### config.mk
export PLATFORM = sky130hd
export DESIGN_NAME = vec_halving_add_seq
export DESIGN_NICKNAME = d
export VERILOG_FILES = /design/src/rtl/vec_halving_add_seq.sv
export SDC_FILE = /design/constraint.sdc
export NUM_CORES = 1
export LEC_CHECK = 0
export CAP_MARGIN = 10
export CORE_AREA = 2 2 189 154
export DETAILED_ROUTE_END_ITERATION = 6
export DIE_AREA = 0 0 191 156
export PLACE_DENSITY = 0.69
export REMOVE_ABC_BUFFERS = 1
export SLEW_MARGIN = 20
export SYNTH_ARGS = -nofsm -noshare
export SYNTH_HDL_FRONTEND = slang
export SYNTH_SLANG_ARGS = --single-unit
export TNS_END_PERCENT = 100
### constraint.sdc
create_clock -name clk -period 2.8 [get_ports clk]
set_input_delay 0.56 -clock clk [delete_from_list [all_inputs] [get_ports clk]]
set_output_delay 0.56 -clock clk [all_outputs]
set_load 0.02 [all_outputs]
### src/rtl/vec_halving_add_seq.sv
// vec_halving_add_seq
// Operand sequencer and result collector for an external 8-bit halving adder.
// One vector pair is accepted per handshake, lanes are issued to the adder one
// per cycle, and the truncated sums are gathered into a result vector that is
// presented on a valid/ready output stream.
module vec_halving_add_seq #(
  parameter  int LANES = 8,
  localparam int LEN_W = $clog2(LANES + 1),
  localparam int IDX_W = $clog2(LANES)
) (
  input  logic                 clk,
  input  logic                 rst_n,
  input  logic                 in_valid,
  output logic                 in_ready,
  input  logic [8*LANES-1:0]   in_a,
  input  logic [8*LANES-1:0]   in_b,
  input  logic                 in_c0,
  input  logic [LEN_W-1:0]     in_len,
  output logic                 add_en,
  output logic [7:0]           add_a,
  output logic [7:0]           add_b,
  output logic                 add_c0,
  input  logic [7:0]           add_sum,
  output logic                 out_valid,
  input  logic                 out_ready,
  output logic [8*LANES-1:0]   out_vec,
  output logic                 busy
);

  typedef enum logic [1:0] {
    IDLE  = 2'd0,
    ISSUE = 2'd1,
    DONE  = 2'd2
  } state_t;

  state_t           state_q, state_d;
  logic [IDX_W-1:0] idx_q;
  logic [LEN_W-1:0] len_q;
  logic             c0_q;
  logic [7:0]       a_q   [LANES];
  logic [7:0]       b_q   [LANES];
  logic [7:0]       res_q [LANES];

  logic             accept;
  logic             last_lane;
  logic [LEN_W-1:0] len_clamped;

  // Requests above LANES are treated as a full vector.
  assign len_clamped = (in_len > LEN_W'(LANES)) ? LEN_W'(LANES) : in_len;
  assign accept      = in_valid && (state_q == IDLE);
  assign last_lane   = (LEN_W'(idx_q) == (len_q - LEN_W'(1)));

  // State register.
  // NOTE: sequential state is updated with non-blocking assignments so every
  // register samples the pre-edge value of every other register.
  always_ff @(posedge clk or negedge rst_n) begin
    if (!rst_n) state_q <= IDLE;
    else        state_q <= state_d;
  end

  // Next-state decode and state-derived outputs (no path from in_valid/out_ready
  // to in_ready/out_valid).
  // NOTE: every signal written here gets a default first, so no path through
  // the block leaves a value unassigned and no latch is inferred.
  always_comb begin
    state_d   = state_q;
    in_ready  = 1'b0;
    out_valid = 1'b0;
    busy      = 1'b0;
    add_en    = 1'b0;
    add_a     = '0;
    add_b     = '0;
    add_c0    = 1'b0;
    out_vec   = '0;

    unique case (state_q)
      IDLE: begin
        in_ready = 1'b1;
        if (in_valid) state_d = (len_clamped == '0) ? DONE : ISSUE;
      end
      ISSUE: begin
        busy   = 1'b1;
        add_en = 1'b1;
        add_a  = a_q[idx_q];
        add_b  = b_q[idx_q];
        add_c0 = c0_q;
        if (last_lane) state_d = DONE;
      end
      DONE: begin
        busy      = 1'b1;
        out_valid = 1'b1;
        for (int i = 0; i < LANES; i++) out_vec[8*i +: 8] = res_q[i];
        if (out_ready) state_d = IDLE;
      end
      default: state_d = IDLE;
    endcase
  end

  // Operand capture on acceptance, and lane-by-lane result collection.
  // The result register is cleared on acceptance so lanes at or above len read 0.
  always_ff @(posedge clk or negedge rst_n) begin
    if (!rst_n) begin
      idx_q <= '0;
      len_q <= '0;
      c0_q  <= 1'b0;
      for (int i = 0; i < LANES; i++) begin
        a_q[i]   <= '0;
        b_q[i]   <= '0;
        res_q[i] <= '0;
      end
    end else begin
      unique case (state_q)
        IDLE: begin
          if (accept) begin
            idx_q <= '0;
            len_q <= len_clamped;
            c0_q  <= in_c0;
            for (int i = 0; i < LANES; i++) begin
              a_q[i]   <= in_a[8*i +: 8];
              b_q[i]   <= in_b[8*i +: 8];
              res_q[i] <= '0;
            end
          end
        end
        ISSUE: begin
          res_q[idx_q] <= add_sum;
          idx_q        <= last_lane ? '0 : idx_q + IDX_W'(1);
        end
        default: ;
      endcase
    end
  end

endmodule

# Word-level counts from Yosys, hierarchy flattened
# Cells that the tools add are included.
dict set report word_totals {
  register_bits 202
  output_inout_bits 85
  wordCells 78
}
dict set report classes {
  add_sub_neg 2
  n_lt_le_gt_ge 3
  eq_ne 7
  muxes 28
  bitwise_logic 1
  reduce_logical 9
}
# op n
set ops {}
lappend ops {{2-to-1 mux 64 bit} 2}
lappend ops {{case mux 64 bit (2 select lines)} 1}
lappend ops {{bitwise mux 64 bit} 1}
lappend ops {{2-to-1 mux 8 bit} 7}
lappend ops {{binary-select mux 8 bit (select 3 bit)} 2}
lappend ops {{demux 8 bit (select 3 bit)} 1}
lappend ops {{2-to-1 mux 2 bit} 4}
lappend ops {{!= test 2 bit (second input constant)} 4}
lappend ops {{2-to-1 mux 3 bit} 2}
lappend ops {{case mux 2 bit (3 select lines)} 1}
lappend ops {{case mux 3 bit (2 select lines)} 1}
lappend ops {{2-to-1 mux 1 bit} 5}
lappend ops {{equality test 3 x 4 -> 1 bit} 1}
lappend ops {{>= comparator 4 bit (second input constant)} 1}
lappend ops {{greater-than comparator 4 bit (second input constant)} 1}
lappend ops {{logical NOT 4 bit} 1}
lappend ops {{< comparator 4 x 1 -> 1 bit (second input constant)} 1}
lappend ops {{2-to-1 mux 4 bit} 1}
lappend ops {{inverter 3 -> 4 bit} 1}
lappend ops {{AND reduction 2 bit} 2}
lappend ops {{subtractor 4 x 1 -> 4 bit (second input constant)} 1}
lappend ops {{adder 3 x 1 -> 3 bit (second input constant)} 1}
lappend ops {{AND reduction 3 bit} 1}
lappend ops {{equality test 2 x 1 -> 1 bit (second input constant)} 1}
lappend ops {{other kinds (5)} 6}

# Longest topological paths before layout
dict set report logic_depth {
  word_depth 7
  mapped_depth 9
  mapped_depth_nobuf 6
}

# Worst setup path before layout
# No wires, ideal clock.
dict set report synth_timing {
  path_type {register -> output}
  from {reg state_q[1]}
  to {out add_a[0]}
  arrival_ns 1.915
  slack_ns 0.325
  stages_incl_launch_ff 8
  n_path_buf 3
  cell_sequence {dfrtp_1 inv_1 ha_1 clkbuf_1 inv_1 clkbuf_1 clkbuf_1 a41oi_1}
}
dict set report synth_via {
  elab_chain_len 2
}
# item line_no
set synth_rtl {}
lappend synth_rtl {{start, declared} 36} ;# state_t state_q, state_d;
lappend synth_rtl {{start signal, assigned} 58} ;# else state_q <= state_d;
lappend synth_rtl {{equality test 2 x 1 -> 1 bit} 76} ;# unique case (state_q)
lappend synth_rtl {{2-to-1 mux 8 bit} 76}
lappend synth_rtl {{end, declared} 20} ;# output logic [7:0] add_a,
# Every way passes these cells.

# Worst setup path in the final report
dict set report layout_timing {
  from {reg idx_q[2]}
  to {out add_b[7]}
}
dict set report layout_via {
  elab_chain_len 5
}
# item line_no
set layout_rtl {}
lappend layout_rtl {{start, declared} 37} ;# logic [IDX_W-1:0] idx_q;
lappend layout_rtl {{start signal, assigned} 127} ;# idx_q <= last_lane ? '0 : idx_q + IDX_W'(1);
lappend layout_rtl {{inverter 3 -> 4 bit (implied by the code)} 85} ;# add_b = b_q[idx_q];
lappend layout_rtl {{binary-select mux 8 bit (select 3 bit)} 85}
lappend layout_rtl {{2-to-1 mux 8 bit (implied by the code) (2 in series)} 85}
lappend layout_rtl {{2-to-1 mux 8 bit} 76}
lappend layout_rtl {{end, declared} 21} ;# output logic [7:0] add_b,
# Every way passes these cells. The select of a mux whose other input is x is not followed.

==> out/results.ini <==
[logic_synthesis]
yosysTopAreaCellShare=0.472
synth_top_family_by_area=multiplexers
synth_area_leader_cell=dfrtp_1
ys_async_sr_fraction=1.00
muxShareOfSynthArea=0.198
ys_top_cells_by_count=202 x dfrtp_1, 130 x mux2_2, 74 x nand2_1, 73 x and2_1
syn_area_per_cell_um2=11.0
synthXorXnorAreaFrac=0.00245
netlist_area_mm2=0.0107
yosys.area_share.adder=0.00584
synthCells=974
synth_cell_type_count=45
synth-seq-cells=202
ys_top_cells_by_area=dfrtp_1 47%, mux2_2 14%, mux2i_1 5.3%
ys.flop_type=dfrtp_1
ys_seq_area_frac=0.472
yosysWarningCount=0
synthSimpleGateAreaFrac=0.123
synth_compound_area_frac=0.153
synth.most_common_cell=dfrtp_1
synth-edff-count=0

[power]
p_switching_uw=1520
comb_power_share=0.061
vdd_drop_max_uv=474
p_sw_frac=0.222
p_int_uw=5320
powerDensity_mw_per_mm2=466
pwr-share-seq=0.445
leakagePower_uw=0.00685
p_clk_frac=0.494

[floorplanning]
initial_core_util=0.384
die_y_um=156
core-area_mm2=0.0279
ios=230
die_area_mm2=0.0298
rows=55
die_x_um=191

[routing]
highest-signal-layer=met5
drc=0
drtIter0Drc=641
routed_wl_um=32700
wl_met1_um=14600
met2WireLength_um=14800
routed_via_density=5.63
dr_total_vias=8927
dr.pass1.iters=5
dr_wl_met3_um=2570
wl_per_cell_um=20.6
antenna_left=0

[global_routing]
grt_antenna_before_repair=6
grt_use_total=0.216
grt_pass1_vias=9013
grt_first_pass_wirelength_um=50900
grt.overflow.total=0
grt_max_degree=106

[timing]
drv_slew=0
rsz0062_at_grt=yes
timing.fmax_mhz=362
finalClockSkew_ns=0.0355
whs_ns=0.501
setup_viol=0
finalHoldViolations=0
worst_slew_pin_slew_ns=0.693
relSlewSlack=0.538
finalCritPeriodShare=0.988
period_minus_slack_ns=2.77

[worst_setup_path]
worstSetupStartpointType=register
reg2regPathDepth=7
rrSetupSlack_ns=0.35
startpoint=idx_q[2]$_DFFE_PN0P_
required_ns=2.24
slowest_delay_ns=0.42
critical_path_class=register to output port
crit_slowest_cell=dfrtp_2
worstPathMaxFanout=9
reg2reg_from=state_q[1]$_DFFE_PN0P_
worstSetupEndpointType=output port
rr_endpoint=idx_q[2]$_DFFE_PN0P_
worstPathCellList=buf_4, and3b_2, buf_12, a22oi_1, a41oi_2, buf_2
worstPathArrival_ns=2.21

[placement]
place_hpwl_um=22500
io_buffers=229
place.gp.congestion=0.840

[run]
drv_cap=0

[final_layout]
area_growth_pct=37.2
n_fill_cell=2421
drive_above_1_share=0.236
nNetsFinal=1347
final_core_util=0.527

[min_path]
whs_path_depth=1
hold_path.class=register to register
hold_path_end=c0_q$_DFFE_PN0P_
worstHoldStart=c0_q$_DFFE_PN0P_

[cts]
root_buffer=clkbuf_16
cts_buffer_depth=3
htree_num_levels=1
numCtsBuffers=24
cts_tree=done
cts_sinks=202
clkTransAtPathRegs_ns=0.07
worst_skew_pair.late_latency_ns=0.54

[status]
status=completed

[critical path, delay by kind of cell (launching register included)]
| family | cells | cell delay [ns] |
|---|---|---|
| flops | 1 | 0.42 |
| buf+inv | 3 | 0.51 |
| simple gates | 1 | 0.26 |
| compound gates | 2 | 0.48 |
[registers in the layout (all words and copies together) (netlist names)]
name     flops
res_q       64
c0_q         1
state_q      2
len_q        4
b_q         64
idx_q        3
a_q         64
[area by class of cell]
cell class	count	area, um^2	share of cell area
clock inverter	12	196	0.0134
antenna	2	5.00	0.000341
multi-input combinational	665	5310	0.361
timing repair buffer	298	2960	0.201
inverter	6	25.0	0.00170
clock buffer	31	677	0.0461
tap	370	463	0.0315
sequential	202	5060	0.344
[cell usage in the layout (no fill, tap or decap), drive strengths merged, types with 47 or more instances in the layout]
| cell | instances |
|---|---|
| dlygate4sd2 | 47 |
| a22oi | 64 |
| o221ai | 56 |
| a21oi | 64 |
| and2 | 73 |
| mux2 | 138 |
| dfrtp | 202 |
| and3 | 57 |
| clkdlybuf4s50 | 150 |
| nand2 | 74 |
| mux2i | 57 |
| buf | 84 |
[worst max path at each step]
| stage | end | cells after the start | slack (ns) |
|---|---|---|---|
| floorplan | a_q[0]$_DFFE_PN0P_ | 4 | -3.15 |
| global placement | add_a[4] | 6 | 0.03 |
| detailed placement | add_a[4] | 6 | -0.02 |
| CTS | out_vec[45] | 5 | 0.003 |
| global route | add_a[5] | 6 | -0.03 |
| finish | add_b[7] | 6 | 0.03 |
[power by group through the flow]
| stage | Sequential (uW) | Combinational (uW) | Clock, uW |
|---|---|---|---|
| 6_report | 3040 | 419 | 3380 |
| 5_1_grt | 3050 | 456 | 3570 |
| 4_1_cts | 3040 | 423 | 3440 |
| 3_5_place_dp | 3090 | 421 | 0 |
| 3_3_place_gp | 3090 | 413 | 0 |
| 2_1_floorplan | 3070 | 96.4 | 0 |
[through the flow]
step | setup TNS [ns] | std cells | power, uW | instance area, um^2 | setup WS [ns]
3_3_place_gp | 0 | 1530 | 3500 | 13700 | 0.0314
4_1_cts | 0 | 1582 | 6910 | 14600 | 0.00303
3_5_place_dp | -0.0211 | 1530 | 3520 | 13700 | -0.0211
2_1_floorplan | -548.77 | 873 | 3170 | 10200 | -3.15
5_1_grt | -0.0700 | 1584 | 7080 | 14700 | -0.0309
6_report | 0 | 1586 | 6840 | 14700 | 0.0341
[cells by family after synthesis]
group | Yosys count
fa+ha+maj | 5
flops | 202
compound gates | 225
mux | 195
buf+inv | 107
xor+xnor | 3
simple gates | 237
[routing by layer]
| layer | track usage | vias to the layer above |
|---|---|---|
| met5 | 0 | - |
| met2 | 0.342 | 350 |
| met1 | 0.298 | 4435 |
| li1 | - | 4080 |
| met3 | 0.0567 | 56 |
| met4 | 0.0480 | 6 |
[repair_timing]
| item | in CTS | in global routing |
|---|---|---|
| endpoints found under the hold margin | 48 | 0 |
| endpoints found under the setup margin | 81 | 26 |
| pin swaps | 1 | 2 |
| hold buffers | 1 | 0 |
| resized for setup | 144 | 29 |
| setup buffers | 8 | 2 |
(Power assumes the default switching activity.)
